### src/rtl/board_reset_ctrl_pkg.sv
// board_reset_ctrl_pkg: FSM state encoding, default timing constants and counter sizing helper.
package board_reset_ctrl_pkg;

    typedef enum logic [1:0] {HOLD, STRETCH, RELEASE, RUN} state_t;

    localparam int DEF_DEBOUNCE_CYCLES    = 300000;
    localparam int DEF_LOCK_HOLD_CYCLES   = 1024;
    localparam int DEF_RST_STRETCH_CYCLES = 16;
    localparam int DEF_NUM_RST            = 2;
    localparam int DEF_STAGGER_CYCLES     = 4;
    localparam int DEF_HEARTBEAT_CYCLES   = 15000000;

    // Width able to hold 0..n, never narrower than one bit.
    function automatic int cnt_w(input int n);
        return (n > 0) ? $clog2(n + 1) : 1;
    endfunction

endpackage

### src/rtl/board_reset_ctrl_if.sv
// board_reset_ctrl_if: board-side inputs and domain reset/status outputs of the reset controller.
interface board_reset_ctrl_if import board_reset_ctrl_pkg::*; #(
    parameter int NUM_RST = DEF_NUM_RST
);
    logic               btn_ni;
    logic               pll_lock_i;
    logic [NUM_RST-1:0] rst_o;
    logic               ready_o;
    logic               led_o;
    logic               lock_lost_o;

    modport master (input btn_ni, pll_lock_i, output rst_o, ready_o, led_o, lock_lost_o);
    modport slave  (output btn_ni, pll_lock_i, input rst_o, ready_o, led_o, lock_lost_o);
endinterface

### src/rtl/sync_2ff.sv
// sync_2ff: two-flop synchronizer with a per-bit reset value.
module sync_2ff #(
    parameter int               WIDTH   = 1,
    parameter logic [WIDTH-1:0] RST_VAL = '0
) (
    input  logic             clk_i,
    input  logic             rst_ni,
    input  logic [WIDTH-1:0] d,
    output logic [WIDTH-1:0] q
);
    logic [WIDTH-1:0] meta;

    // Shift the asynchronous input through two stages; q is usable after the second edge.
    always_ff @(posedge clk_i or negedge rst_ni)
        if (!rst_ni) {q, meta} <= {RST_VAL, RST_VAL};
        else         {q, meta} <= {meta, d};
endmodule

### src/rtl/board_reset_ctrl.sv
// board_reset_ctrl: qualifies PLL lock and button, then releases domain resets in a staggered order.
module board_reset_ctrl import board_reset_ctrl_pkg::*; #(
    parameter int DEBOUNCE_CYCLES    = DEF_DEBOUNCE_CYCLES,
    parameter int LOCK_HOLD_CYCLES   = DEF_LOCK_HOLD_CYCLES,
    parameter int RST_STRETCH_CYCLES = DEF_RST_STRETCH_CYCLES,
    parameter int NUM_RST            = DEF_NUM_RST,
    parameter int STAGGER_CYCLES     = DEF_STAGGER_CYCLES,
    parameter int HEARTBEAT_CYCLES   = DEF_HEARTBEAT_CYCLES
) (
    input logic                clk_i,
    input logic                rst_ni,
    board_reset_ctrl_if.master bus
);
    localparam int REL_MAX = (NUM_RST - 1) * STAGGER_CYCLES;
    localparam int DW = cnt_w(DEBOUNCE_CYCLES);
    localparam int LW = cnt_w(LOCK_HOLD_CYCLES);
    localparam int SW = cnt_w(RST_STRETCH_CYCLES);
    localparam int RW = cnt_w(REL_MAX);
    localparam int HW = cnt_w(HEARTBEAT_CYCLES);

    logic [1:0]         sync_q;
    logic               btn_s, lock_s;
    state_t             state_q, state_d;
    logic               deb_q, deb_d;
    logic [DW-1:0]      deb_cnt_q, deb_cnt_d;
    logic [LW-1:0]      lock_cnt_q, lock_cnt_d;
    logic [SW-1:0]      stretch_cnt_q, stretch_cnt_d;
    logic [RW-1:0]      rel_cnt_q, rel_cnt_d;
    logic [HW-1:0]      hb_cnt_q, hb_cnt_d;
    logic [NUM_RST-1:0] rst_q, rst_d;
    logic               ready_q, ready_d, led_q, led_d, lost_q, lost_d;
    logic               deb_done, lock_qual, exit_req, rel_go, hb_done;
    int                 rel_r;

    // Button idles released (1), lock idles unlocked (0).
    sync_2ff #(.WIDTH(2), .RST_VAL(2'b10)) u_sync (
        .clk_i (clk_i),
        .rst_ni(rst_ni),
        .d     ({bus.btn_ni, bus.pll_lock_i}),
        .q     (sync_q)
    );

    assign btn_s     = sync_q[1];
    assign lock_s    = sync_q[0];
    assign deb_done  = int'(deb_cnt_q) + 1 >= DEBOUNCE_CYCLES;
    assign lock_qual = int'(lock_cnt_q) == LOCK_HOLD_CYCLES;
    assign exit_req  = state_q != HOLD && (!lock_s || !deb_q);
    assign hb_done   = int'(hb_cnt_q) + 1 >= HEARTBEAT_CYCLES;
    // Release position after this edge; leaving STRETCH is position 0, where rst_o[0] drops.
    assign rel_r     = (state_q == STRETCH) ? 0 : int'(rel_cnt_q) + 1;
    assign rel_go    = state_q == RELEASE ||
                       (state_q == STRETCH && int'(stretch_cnt_q) + 1 >= RST_STRETCH_CYCLES);

    // Debounce: follow the synced button only after an unbroken run of disagreeing cycles.
    always_comb begin
        deb_d     = (btn_s != deb_q && deb_done) ? btn_s : deb_q;
        deb_cnt_d = (btn_s != deb_q && !deb_done) ? deb_cnt_q + 1'b1 : '0;
    end

    // Sequencer: any loss of lock or button press drops everything back to HOLD, lock loss taking precedence.
    always_comb begin
        state_d       = state_q;
        rst_d         = rst_q;
        ready_d       = ready_q;
        led_d         = led_q;
        lost_d        = lost_q;
        lock_cnt_d    = !lock_s ? '0 : lock_qual ? lock_cnt_q : lock_cnt_q + 1'b1;
        stretch_cnt_d = '0;
        rel_cnt_d     = '0;
        hb_cnt_d      = '0;
        if (exit_req) begin
            state_d    = HOLD;
            rst_d      = '1;
            ready_d    = 1'b0;
            led_d      = 1'b0;
            lock_cnt_d = '0;
            lost_d     = lost_q | (state_q == RUN && !lock_s);
        end else if (state_q == HOLD) begin
            state_d = (lock_qual && deb_q) ? STRETCH : HOLD;
        end else if (rel_go) begin
            for (int k = 0; k < NUM_RST; k++)
                if (rel_r >= k * STAGGER_CYCLES) rst_d[k] = 1'b0;
            state_d   = (rel_r >= REL_MAX) ? RUN : RELEASE;
            ready_d   = rel_r >= REL_MAX;
            rel_cnt_d = (rel_r >= REL_MAX) ? '0 : RW'(rel_r);
        end else if (state_q == STRETCH) begin
            stretch_cnt_d = stretch_cnt_q + 1'b1;
        end else begin
            led_d    = hb_done ? ~led_q : led_q;
            hb_cnt_d = hb_done ? '0 : hb_cnt_q + 1'b1;
        end
    end

    // State and output registers; reset forces all domains into reset immediately.
    always_ff @(posedge clk_i or negedge rst_ni)
        if (!rst_ni) begin
            state_q       <= HOLD;
            deb_q         <= 1'b1;
            deb_cnt_q     <= '0;
            lock_cnt_q    <= '0;
            stretch_cnt_q <= '0;
            rel_cnt_q     <= '0;
            hb_cnt_q      <= '0;
            rst_q         <= '1;
            ready_q       <= 1'b0;
            led_q         <= 1'b0;
            lost_q        <= 1'b0;
        end else begin
            state_q       <= state_d;
            deb_q         <= deb_d;
            deb_cnt_q     <= deb_cnt_d;
            lock_cnt_q    <= lock_cnt_d;
            stretch_cnt_q <= stretch_cnt_d;
            rel_cnt_q     <= rel_cnt_d;
            hb_cnt_q      <= hb_cnt_d;
            rst_q         <= rst_d;
            ready_q       <= ready_d;
            led_q         <= led_d;
            lost_q        <= lost_d;
        end

    assign bus.rst_o       = rst_q;
    assign bus.ready_o     = ready_q;
    assign bus.led_o       = led_q;
    assign bus.lock_lost_o = lost_q;
endmodule

### src/flat_wrapper.sv
// flat-port wrapper written by rule: the top's interface ports become plain ports
module board_reset_ctrl_flat import board_reset_ctrl_pkg::*;
#(
    parameter int DEBOUNCE_CYCLES    = DEF_DEBOUNCE_CYCLES,
    parameter int LOCK_HOLD_CYCLES   = DEF_LOCK_HOLD_CYCLES,
    parameter int RST_STRETCH_CYCLES = DEF_RST_STRETCH_CYCLES,
    parameter int NUM_RST            = DEF_NUM_RST,
    parameter int STAGGER_CYCLES     = DEF_STAGGER_CYCLES,
    parameter int HEARTBEAT_CYCLES   = DEF_HEARTBEAT_CYCLES
)
  (clk_i, rst_ni, bus_btn_ni, bus_pll_lock_i, bus_rst_o, bus_ready_o, bus_led_o, bus_lock_lost_o);
  board_reset_ctrl_if #(.NUM_RST(NUM_RST)) bus_i ();
  input logic clk_i;
  input logic rst_ni;
  input wire logic [$bits(bus_i.btn_ni)-1:0] bus_btn_ni;
  input wire logic [$bits(bus_i.pll_lock_i)-1:0] bus_pll_lock_i;
  output wire logic [$bits(bus_i.rst_o)-1:0] bus_rst_o;
  output wire logic [$bits(bus_i.ready_o)-1:0] bus_ready_o;
  output wire logic [$bits(bus_i.led_o)-1:0] bus_led_o;
  output wire logic [$bits(bus_i.lock_lost_o)-1:0] bus_lock_lost_o;
  assign bus_i.btn_ni = bus_btn_ni;
  assign bus_i.pll_lock_i = bus_pll_lock_i;
  assign bus_rst_o = bus_i.rst_o;
  assign bus_ready_o = bus_i.ready_o;
  assign bus_led_o = bus_i.led_o;
  assign bus_lock_lost_o = bus_i.lock_lost_o;
  board_reset_ctrl #(.DEBOUNCE_CYCLES(DEBOUNCE_CYCLES), .LOCK_HOLD_CYCLES(LOCK_HOLD_CYCLES), .RST_STRETCH_CYCLES(RST_STRETCH_CYCLES), .NUM_RST(NUM_RST), .STAGGER_CYCLES(STAGGER_CYCLES), .HEARTBEAT_CYCLES(HEARTBEAT_CYCLES)) u_core (.clk_i(clk_i), .rst_ni(rst_ni), .bus(bus_i));
endmodule
### config.mk
export PLATFORM = sky130hd
export DESIGN_NAME = board_reset_ctrl_flat
export DESIGN_NICKNAME = d
export VERILOG_FILES = /design/src/rtl/board_reset_ctrl_pkg.sv /design/src/rtl/board_reset_ctrl_if.sv /design/src/rtl/sync_2ff.sv /design/src/rtl/board_reset_ctrl.sv /design/src/flat_wrapper.sv
export SDC_FILE = /design/constraint.sdc
export NUM_CORES = 1
export LEC_CHECK = 0
export CAP_MARGIN = 0
export CORE_MARGIN = 5
export CORE_UTILIZATION = 40
export DETAILED_ROUTE_END_ITERATION = 6
export HOLD_SLACK_MARGIN = 0.05
export PLACE_DENSITY = 0.55
export SLEW_MARGIN = 20
export SYNTH_ARGS = -nofsm -noshare
export SYNTH_HDL_FRONTEND = slang
export SYNTH_SLANG_ARGS = --single-unit
export TNS_END_PERCENT = 5
### constraint.sdc
create_clock -name clk_i -period 3.53 [get_ports clk_i]
set_input_delay 1.059 -clock clk_i [delete_from_list [all_inputs] [get_ports clk_i]]
set_output_delay 1.059 -clock clk_i [all_outputs]
set_load 0.02 [all_outputs]
# Word-level counts from Yosys, hierarchy flattened
# Index checks and enable logic that the tools add are counted.
# classes
add_sub_neg	8
order_cmp	5
eq_ne	9
n_mux	36
n_bitwise	2
reduce_logical	22
# op_table
operator	n
$mux W24	5
$mux W11	3
$ge A32 B1 Y1 const B	1
$ge A32 B20 Y1 const B	1
$ge A32 B25 Y1 const B	1
$ge A32 B4 Y1 const B	1
$ge A32 B6 Y1 const B	1
$mux W32	1
$add A24 B1 Y25 const B	1
$add A24 B1 Y24 const B	1
$add A19 B1 Y20 const B	1
$mux W5	4
$add A19 B1 Y19 const B	1
$mux W19	1
$mux W1	12
$mux W2	6
$mux W3	4
$add A11 B1 Y11 const B	1
$eq A11 B11 Y1 const B	1
$reduce_bool A2 Y1	5
$add A5 B1 Y6 const B	1
$logic_and A1 B1 Y1	6
$ne A2 B1 Y1 const B	3
$reduce_and A3 Y1	2
14 further kinds	18
# word_totals
regBits	74
in_bits	4
output_inout_bits	5
word_cells	96

# Depth between registers and ports, before layout
# Gate-level depths: netlist of the first run.
# logic_depth
depth_word	7
ltp_mapped	11

# Hierarchy
# A second synthesis of the first run with hierarchy kept.
# hier_totals
hier_cells	436
hier_area_um2	4304.1
# by_module_without_submodules
module	n_inst	cells_per_inst	area_per_inst_um2	seq_area_each_um2
board_reset_ctrl	1	432	4201.5	1755.4
sync_2ff	1	4	102.6	102.6

# Worst setup path before layout of the first run
# No wires, ideal clock.
# synth_timing
kind	register -> register
start	reg u_core.hb_cnt_q[0]
end	reg u_core.hb_cnt_q[10]
setup_ns	0.069
t_arrival_ns	2.756
required_time_ns	3.461
path_slack_ns	0.706
stages_incl_launch_ff	12
path_buffers	2
path_cell_list	dfrtp_1 ha_1 nand4_1 nor4_4 nand3_1 xor2_1 a311o_1 a31oi_1 or4_1 buf_6 buf_12 nor2_4
# synth_between
elab_chain_cells	7
# synth_lines
element	line	text
from (decl)	board_reset_ctrl.sv:29	logic [HW-1:0] hb_cnt_q, hb_cnt_d;
from (signal assigned)	board_reset_ctrl.sv:115	hb_cnt_q <= hb_cnt_d;
$add A24 B1 Y25	board_reset_ctrl.sv:48	assign hb_done = int'(hb_cnt_q) + 1 >= HEARTBEAT_CYCLES;
$ge A32 B25 Y1	board_reset_ctrl.sv:48	
$mux W24 *	board_reset_ctrl.sv:90	hb_cnt_d = hb_done ? '0 : hb_cnt_q + 1'b1;
$mux W24 *	board_reset_ctrl.sv:86	end else if (state_q == STRETCH) begin
$mux W24 *	board_reset_ctrl.sv:80	end else if (rel_go) begin
$mux W24 *	board_reset_ctrl.sv:78	end else if (state_q == HOLD) begin
$mux W24 *	board_reset_ctrl.sv:71	if (exit_req) begin
named net u_core.hb_cnt_d[10]	board_reset_ctrl.sv:29	
# The timed path passes the listed nets; every way through them passes the cells marked *.
# A chain may end at the register's enable or synchronous reset.

# Worst setup path after layout of the first run
# layout_timing
start	reg u_core.hb_cnt_q[0]
end	reg u_core.hb_cnt_q[3]
# Same word-level chain as after synthesis.

==> results of run 1 <==
[worst max-delay path by stage]
stage	from	endpoint	slack, ns
2_1_floorplan	u_core.hb_cnt_q[0]$_DFF_PN0_	u_core.hb_cnt_q[10]$_DFF_PN0_	0.71
3_3_place_gp	u_core.hb_cnt_q[0]$_DFF_PN0_	u_core.hb_cnt_q[13]$_DFF_PN0_	0.40
3_5_place_dp	u_core.hb_cnt_q[0]$_DFF_PN0_	u_core.hb_cnt_q[13]$_DFF_PN0_	0.29
4_1_cts	u_core.hb_cnt_q[0]$_DFF_PN0_	u_core.hb_cnt_q[17]$_DFF_PN0_	0.27
5_1_grt	u_core.hb_cnt_q[0]$_DFF_PN0_	u_core.hb_cnt_q[2]$_DFF_PN0_	0.07
6_report	u_core.hb_cnt_q[0]$_DFF_PN0_	u_core.hb_cnt_q[3]$_DFF_PN0_	0.30
[cells by family (layout without fill, tap and decap cells)]
logic type	after synthesis	after routing
flops	74	74
fa+ha+maj	8	8
mux	5	5
compound gates	47	47
other cells	1	2
buf+inv	29	36
xor+xnor	50	50
simple gates	205	205
[placed cells by master, fill, tap and decap left out, types with 7 or more instances in the layout]
cell type | netlist | layout
a21oi_1 | 10 | 10
and3_1 | 11 | 11
dfrtp_1 | 69 | 69
nor2_1 | 55 | 55
o21ai_0 | 13 | 13
nand4_1 | 14 | 14
ha_1 | 8 | 8
nor2_4 | 16 | 16
nand2_1 | 27 | 27
xnor2_1 | 19 | 19
clkbuf_8 | 0 | 10
xor2_1 | 31 | 31
nand3_1 | 30 | 30
clkdlybuf4s50_1 | 0 | 7
nor4_1 | 7 | 7
nor3_1 | 9 | 9
inv_1 | 9 | 9
[per-layer routing]
metal	GRT usage [%]	wire, um	vias up
met5	0	0	-
met4	6.41	125	0
met3	2.83	194	12
met2	19.3	3390	29
met1	17.0	3730	1413
li1	-	-	1466
[state kept, by name, summed over array words and instances (netlist names), 2 cells and up]
name                  count
u_core.lock_cnt_q        11
u_core.hb_cnt_q          24
u_core.rel_cnt_q          3
u_core.u_sync.q           2
u_core.state_q            2
u_core.bus.rst_o          2
u_core.u_sync.meta        2
u_core.stretch_cnt_q      5
u_core.deb_cnt_q         19
[layout make-up]
| type | count | area [um2] | area share (%) |
|---|---|---|---|
| clock buffer | 12 | 145 | 3.21 |
| tap | 136 | 170 | 3.76 |
| inverter | 9 | 33.8 | 0.747 |
| multi-input combinational | 317 | 2110 | 46.5 |
| clock inverter | 4 | 98.8 | 2.18 |
| timing repair buffer | 11 | 113 | 2.49 |
| sequential | 74 | 1860 | 41.1 |
[through the flow]
step | instances | power [uW] | cell area [um2] | setup slack (ns)
after detailed placement | 547 | 930 | 4280 | 0.286
final | 563 | 1710 | 4520 | 0.298
after global routing | 563 | 1790 | 4520 | 0.0717
after floorplan | 420 | 902 | 4140 | 0.706
after CTS | 563 | 1740 | 4520 | 0.275
after global placement | 547 | 929 | 4280 | 0.398
[power groups by stage]
stage	combinational, uW	sequential, uW	clock, uW
after floorplan	20.3	882	0
after CTS	46.4	868	825
final	43.8	868	803
after global placement	45.2	884	0
after detailed placement	46.0	884	0
after global routing	52.1	870	866
[synthesized netlist by cell type, drive strengths merged, types with 2 or more instances]
cell / count / area [um2]
nor2: 75 / 412
dfrtp: 69 / 1730
nand3: 32 / 170
xor2: 31 / 272
nand2: 28 / 108
xnor2: 19 / 166
nand4: 16 / 121
o21ai: 15 / 75.1
buf: 12 / 113
and3: 11 / 68.8
nor3: 11 / 65.1
a21oi: 10 / 50.1
inv: 9 / 33.8
clkbuf: 8 / 30.0
ha: 8 / 100
nor4: 8 / 65.1
dfstp: 5 / 131
mux2i: 4 / 40.0
or3: 4 / 25.0
a211oi: 3 / 22.5
and2: 3 / 18.8
and4: 3 / 26.3
nor4b: 3 / 26.3
a31oi: 2 / 12.5
nand4b: 2 / 17.5
nor3b: 2 / 15.0
nor4bb: 2 / 20.0
o21bai: 2 / 15.0
o32ai: 2 / 17.5
or2: 2 / 15.0
==> flow_summary.ini, run 1 <==
[setup_path]
critPathMaxStageDelay_ns = 0.70
reg2reg_depth = 10
rr_startpoint = u_core.hb_cnt_q[0]$_DFF_PN0_
cp_slowest_cell = or4_2
critical_path.max_fanout = 24
reg2reg_slack_ns = 0.30
crit_buf_inv = 1
worst_ep_arrival_time_ns = 3.51
required_ns = 3.81
path_cells = ha_1, nand4_1, nor4_4, nand3_1, xor2_1, a311o_1, a31oi_1, or4_2, buf_12, nor2_1
start_kind = flip-flop
worst-path-stages = 10
crit_type = reg -> reg
timing.rr.end = u_core.hb_cnt_q[3]$_DFF_PN0_
critPathCaptureType = flip-flop
crit_family = simple AND/OR/NAND/NOR gates

[sta]
finalHoldViolations = 0
drv_slew = 0
finalCritPeriodShare_pct = 91.6
finalCriticalPeriod_ns = 3.23
maxSlewHeadroom_pct = 39.3
finalSetupViolations = 0
tightest_slew_ns = 0.910
whs_ns = 0.358
worst_clock_skew_ns = 0.00495
rsz0062_at_grt = false
setup-tns-final_ns = 0
clock.fmax_ghz = 0.309

[cts]
cts.sinks = 74
clk_latency_ns = 0.35
post_cts_resized = 0
cts_buffers = 9
hold_buffers = 0
htreeDepth = 3
cts_setup_buffers = 0
clk_pin_slew_ns = 0.08
cts_buffer_depth = 2
cts_tree = built
cts-root-buf = clkbuf_8

[finish]
nNetsFinal = 434
n_fill_cell = 968
drive_above_1_share_pct = 13.1
area_growth_pct = 9.41
post-route-util_pct = 44.4
n_antenna_cell = 0

[synthesis]
synth_edf_count = 0
synth_fa_ha_area_share_pct = 2.42
yosysUniqueCellTypes = 61
synth-xor-area-share_pct = 10.6
synthArstFlopShare_pct = 100
synth-seq-area-share_pct = 44.9
yosys.area_share.simple_pct = 28.9
synth_cells = 419
ys.flop_type = dfrtp_1
avgSynthCellArea_um2 = 9.87
synth_top_family_by_area = simple AND/OR/NAND/NOR gates
yosys_register_bits = 74
synth_compound_area_share_pct = 7.59
yosysWarnings = 0
synth_mux_area_share_pct = 1.24
synth_area_mm2 = 0.00414

[power]
ir_drop_uv = 165
p_leak_uw = 0.00179
switching_power_uw = 354
comb_power_share_pct = 2.6
pwr-share-seq_pct = 50.6
pwr-share-clk_pct = 46.8
p_sw_share_pct = 20.6
internal_power_uw = 1360
powerDensity_mw_per_mm2 = 379

[die]
io_pins = 9
die_area_mm2 = 0.0125
core.rowCount = 37
start_util_pct = 40.6
die_h_um = 112
coreArea_mm2 = 0.0102
chipWidth_um = 112

[detailed_routing]
wl_per_cell_um = 13.2
ant_nets = 0
vias = 2920
routed_wl_um = 7450
remaining_drc_errors = 0
avgViaCountPerCell = 5.19
dr.pass1.iters = 4
drtIter0Drc = 165

[place]
place.detailed.hpwl_um = 4980
place_congestion = 0.733
port_buffers = 8

[status]
outcome = completed

[global_route]
grt_max_degree = 75
grt_antenna_before_repair = 0
grt.total_usage_pct = 12.7
grt_pass1_vias = 2836
grt_pass1_wl_um = 13100
grt_overflow = 0

[hold_path]
worstHoldStart = u_core.u_sync.meta[1]$_DFF_PN1_
holdPathStages = 0
hold-path-endpoint = u_core.u_sync.q[1]$_DFF_PN1_
holdCritPathClass = reg -> reg

[job]
drv_cap = 0
Note: power is estimated with default switching activity, not from simulation.
==> inputs of run 2 (changes only) <==
Settings changed: CORE_ASPECT_RATIO set to 1.1, HOLD_SLACK_MARGIN 0.05 to 0.03.
==> run 2 against run 1 <==
  * Count of clock-buffer cells in the layout up 2
  * Global-route usage up 0.49 points
  * Sequential share of layout area down 0.42 points
  * Largest power group is now clock
==> flow_summary.ini, run 2 (synthesis results as in run 1) <==
[cts]
cts_buffer_depth = 2
hold_buffers = 0
clk_latency_ns = 0.33
clk_pin_slew_ns = 0.06
cts_buffers = 9
cts.sinks = 74
htreeDepth = 3
cts-root-buf = clkbuf_16
cts_tree = built

[finish]
layout.cells.most_common = dfrtp_1
area_growth_pct = 10.5
n_antenna_cell = 0
nNetsFinal = 436
top_regs = u_core.hb_cnt_q x24, u_core.deb_cnt_q x19, u_core.lock_cnt_q x11
fin_area_mm2 = 0.00457
top_register = u_core.hb_cnt_q
largest_reg_flops = 24
most-common-layout-cells = 69 x dfrtp_1, 55 x nor2_1, 31 x xor2_1
drive_above_1_share_pct = 13.6
fin_cells = 551

[die]
start_util_pct = 40.4
die_h_um = 117
die_area_mm2 = 0.0125
core.rowCount = 39
io_pins = 9
chipWidth_um = 107
coreArea_mm2 = 0.0102

[place]
place_area_mm2 = 0.00426
port_buffers = 8
place.detailed.hpwl_um = 5070
dp_cells = 534
place_congestion = 0.726

[sta]
whs_ns = 0.353
worst_clock_skew_ns = 0.00609
rsz0062_at_grt = false
finalHoldViolations = 0
finalCriticalPeriod_ns = 3.13
finalCritPeriodShare_pct = 88.7
setup-tns-final_ns = 0
tightest_slew_ns = 0.914
maxSlewHeadroom_pct = 39.1
finalSetupViolations = 0
clock.fmax_ghz = 0.319
drv_slew = 0

[global_route]
grt_pass1_vias = 2837
grt_pass1_wl_um = 13100
grt_max_degree = 75
grt_overflow = 0
grt.total_usage_pct = 13.2
grt_antenna_before_repair = 0

[setup_path]
critical_path.max_fanout = 24
worst_ep_arrival_time_ns = 3.39
critPathCaptureType = flip-flop
crit_type = reg -> reg
start_kind = flip-flop
required_ns = 3.79

[power]
p_leak_uw = 0.00182
total_power_uw = 1790
powerDensity_mw_per_mm2 = 393
ir_drop_uv = 174

[detailed_routing]
routed_wl_um = 7420
vias = 2927
ant_nets = 0
remaining_drc_errors = 0
avgViaCountPerCell = 5.31
wl_per_cell_um = 13.5
dr.pass1.iters = 4
drtIter0Drc = 152

[hold_path]
holdCritPathClass = reg -> reg

[status]
outcome = completed

[job]
drv_cap = 0
run 2: cell count changes in the layout (fill, tap and decap cells not counted), sizes merged:
cell      before  now
bufinv         3    0
buf            4    6
clkbuf        12   14
clkinv         1    0
clkinvlp       0    1
run 2: per-layer routing:
layer / up-vias / global-route usage, % / routed length, um
met1: 1429 / 16.7 / 3580
met2: 18 / 21.5 / 3570
met3: 10 / 2.54 / 121
met5: - / 0 / 0
li1: 1470 / - / -
met4: 0 / 6.91 / 148
run 2: final timing paths:
| check | start | end | slack (ns) | cells after the start |
|---|---|---|---|---|
| max | u_core.hb_cnt_q[0]$_DFF_PN0_ | u_core.hb_cnt_q[13]$_DFF_PN0_ | 0.40 | 10 |
| min | u_core.u_sync.meta[0]$_DFF_PN0_ | u_core.u_sync.q[0]$_DFF_PN0_ | 0.35 | 0 |
| max reg2reg | u_core.hb_cnt_q[0]$_DFF_PN0_ | u_core.hb_cnt_q[13]$_DFF_PN0_ | 0.40 | 10 |
| min reg2reg | u_core.u_sync.meta[0]$_DFF_PN0_ | u_core.u_sync.q[0]$_DFF_PN0_ | 0.35 | 0 |
| max in group asynchronous | rst_ni | u_core.hb_cnt_q[5]$_DFF_PN0_ | 2.07 | 1 |
| min in group asynchronous | rst_ni | u_core.lock_cnt_q[5]$_DFFE_PN0P_ | 0.86 | 1 |
run 2: timing repair:
item | CTS | global route
setup endpoints to repair | 0 | 2
setup buffers | 0 | 2
gates resized for setup | 0 | 0
run 2: stage by stage:
step                      setup slack, ns  utilization (%)
final                               0.398             44.6
after detailed placement            0.306             41.6
after global placement              0.419             41.6
after CTS                           0.300             44.5
after global routing                0.120             44.6
after floorplan                     0.706                -
run 2: final cells by class:
type,count,area [um2]
tap,123,154
multi-input combinational,317,2110
fill,1010,5680
clock buffer,14,284
timing repair buffer,13,128
inverter,9,33.8
sequential,74,1860
clock inverter,1,7.51
run 2: critical path, cell delays in order (launching register included):
cell and delay [ns]:
dfrtp_1 0.44, ha_1 0.26, nand4_1 0.23, nor4_4 0.41, nand3_1 0.13, xor2_1 0.26, a311o_1 0.17, a31oi_1 0.11
or4_2 0.70, buf_12 0.23, nor2b_1 0.12
run 2: power breakdown:
part | internal, uW | switching, uW | leakage, uW
registers | 859 | 10.6 | 0.00100
clock network | 549 | 333 | 0.000141
logic | 12.4 | 30.7 | 0.000677
total | 1420 | 374 | 0.00182
==> inputs of run 3 (changes only) <==
Settings changed: CELL_PAD_IN_SITES_DETAIL_PLACEMENT set to 0, CELL_PAD_IN_SITES_GLOBAL_PLACEMENT set to 1, PLACE_DENSITY 0.55 to 0.67.
==> run 3 against run 2 <==
  * Maximum frequency is 4.0% lower
  * Die area did not move
  * Sequential share of layout area rose by 0.18 points
  * Combinational power rose by 1%
  * Cell area shrank 0.44%
  * Flip-flop and latch count is the same
  * Critical path depth is the same
  * Wire length grew 1.6%
==> flow_summary.ini, run 3 (synthesis results as in run 1) <==
[setup_path]
critical_path.max_fanout = 13
crit_type = reg -> reg
crit_buf_inv = 1
required_ns = 3.79
cp_slowest_cell = or4_2
path_cells = ha_1, nand4_1, nor4_4, nand3_1, xor2_1, a311o_1, a31oi_1, or4_2, buf_4, nor2_1
start_kind = flip-flop
critPathMaxStageDelay_ns = 0.68
worst_ep_arrival_time_ns = 3.53
worst-path-stages = 10
crit_family = simple AND/OR/NAND/NOR gates
critPathCaptureType = flip-flop
reg2reg_depth = 10

[sta]
tightest_slew_ns = 0.918
finalCriticalPeriod_ns = 3.26
whs_ns = 0.344
drv_slew = 0
rsz0062_at_grt = false
finalCritPeriodShare_pct = 92.4
maxSlewHeadroom_pct = 38.8
setup-tns-final_ns = 0
finalSetupViolations = 0
clock.fmax_ghz = 0.307
finalHoldViolations = 0
worst_clock_skew_ns = 0.00695

[die]
die_h_um = 117
coreArea_mm2 = 0.0102
die_area_mm2 = 0.0125
core.rowCount = 39
chipWidth_um = 107
start_util_pct = 40.4
io_pins = 9

[detailed_routing]
wl_per_cell_um = 13.7
avgViaCountPerCell = 5.23
remaining_drc_errors = 0
vias = 2882
routed_wl_um = 7540
dr.pass1.iters = 5
drtIter0Drc = 80
ant_nets = 0

[cts]
cts_buffer_depth = 2
cts.sinks = 74
clk_latency_ns = 0.33
cts_buffers = 9
post_cts_resized = 0
cts_setup_buffers = 0
hold_buffers = 0
cts_tree = built
htreeDepth = 3
cts-root-buf = clkbuf_16
clk_pin_slew_ns = 0.06

[finish]
nNetsFinal = 435
layout.cells.most_common = dfrtp_1
top_register = u_core.hb_cnt_q
top_regs = u_core.hb_cnt_q x24, u_core.deb_cnt_q x19, u_core.lock_cnt_q x11
n_antenna_cell = 0
most-common-layout-cells = 69 x dfrtp_1, 55 x nor2_1, 31 x xor2_1
drive_above_1_share_pct = 13.8
largest_reg_flops = 24
area_growth_pct = 10.0

[global_route]
grt.total_usage_pct = 13.5
grt_overflow = 0
grt_antenna_before_repair = 0
grt_max_degree = 75
grt_pass1_wl_um = 13400
grt_pass1_vias = 2770

[power]
powerDensity_mw_per_mm2 = 393
ir_drop_uv = 273
p_leak_uw = 0.00181

[place]
place.detailed.hpwl_um = 5230
port_buffers = 8
place_congestion = 0.732

[hold_path]
holdCritPathClass = reg -> reg
holdPathStages = 0

[status]
outcome = completed

[job]
drv_cap = 0
## run 3: changes by cell type in the layout (fill, tap and decap cells not counted)
cell,before,now
clkbuf_1,1,0
clkinvlp_4,1,2
buf_12,1,0
clkinv_2,0,2
clkbuf_8,4,3
## run 3: area by class of cell
class | count | area (um2)
flip-flops and latches | 74 | 1860
inverters | 9 | 33.8
multi-input cells | 317 | 2110
fillers | 985 | 5700
repair buffers | 12 | 108
clock buffers | 12 | 267
clock inverters | 4 | 25.0
well taps | 123 | 154
## run 3: layer usage
layer / share of wire (%) / wire, um / up-vias / track usage (%)
met5: 0 / 0 / - / 0
met4: 1.9 / 147 / 0 / 7.16
met3: 2.2 / 163 / 8 / 2.60
met2: 49 / 3690 / 25 / 22.7
met1: 47 / 3540 / 1377 / 16.6
li1: - / - / 1472 / -
## run 3: final timing paths
path / start / endpoint / slack [ns]
max in group asynchronous: rst_ni / u_core.state_q[0]$_DFFE_PN0P_ / 2.08
setup / recovery: u_core.hb_cnt_q[0]$_DFF_PN0_ / u_core.hb_cnt_q[2]$_DFF_PN0_ / 0.27
min in group asynchronous: rst_ni / u_core.deb_cnt_q[10]$_DFF_PN0_ / 0.85
setup reg to reg: u_core.hb_cnt_q[0]$_DFF_PN0_ / u_core.hb_cnt_q[2]$_DFF_PN0_ / 0.27
hold / removal: u_core.u_sync.meta[0]$_DFF_PN0_ / u_core.u_sync.q[0]$_DFF_PN0_ / 0.34
hold reg to reg: u_core.u_sync.meta[0]$_DFF_PN0_ / u_core.u_sync.q[0]$_DFF_PN0_ / 0.34
## run 3: report_power, final
| part | internal [uW] | leakage [uW] | total (uW) | switching, uW |
|---|---|---|---|---|
| combinational | 12.4 | 0.000664 | 43.7 | 31.4 |
| sequential | 859 | 0.00100 | 869 | 10.0 |
| clock | 531 | 0.000141 | 876 | 346 |
| total | 1400 | 0.00181 | 1790 | 387 |
## run 3: worst reg2reg max path, stage by stage, from the launching register on
cell and delay (ns):
dfrtp_1 0.44, ha_1 0.25, nand4_1 0.24, nor4_4 0.49
nand3_1 0.15, xor2_1 0.29, a311o_1 0.16, a31oi_1 0.11
or4_2 0.68, buf_4 0.26, nor2_1 0.14
## run 3: metrics by stage
step / setup WS [ns] / total power (uW) / area, um2 / cells / utilization, %
after floorplan: 0.706 / 902 / 4140 / 420 / -
after global placement: 0.413 / 930 / 4260 / 535 / 41.6
after detailed placement: 0.307 / 930 / 4260 / 535 / 41.6
after CTS: 0.283 / 1820 / 4550 / 551 / 44.4
after global routing: 0.0232 / 1870 / 4550 / 551 / 44.4
final: 0.268 / 1790 / 4550 / 551 / 44.4
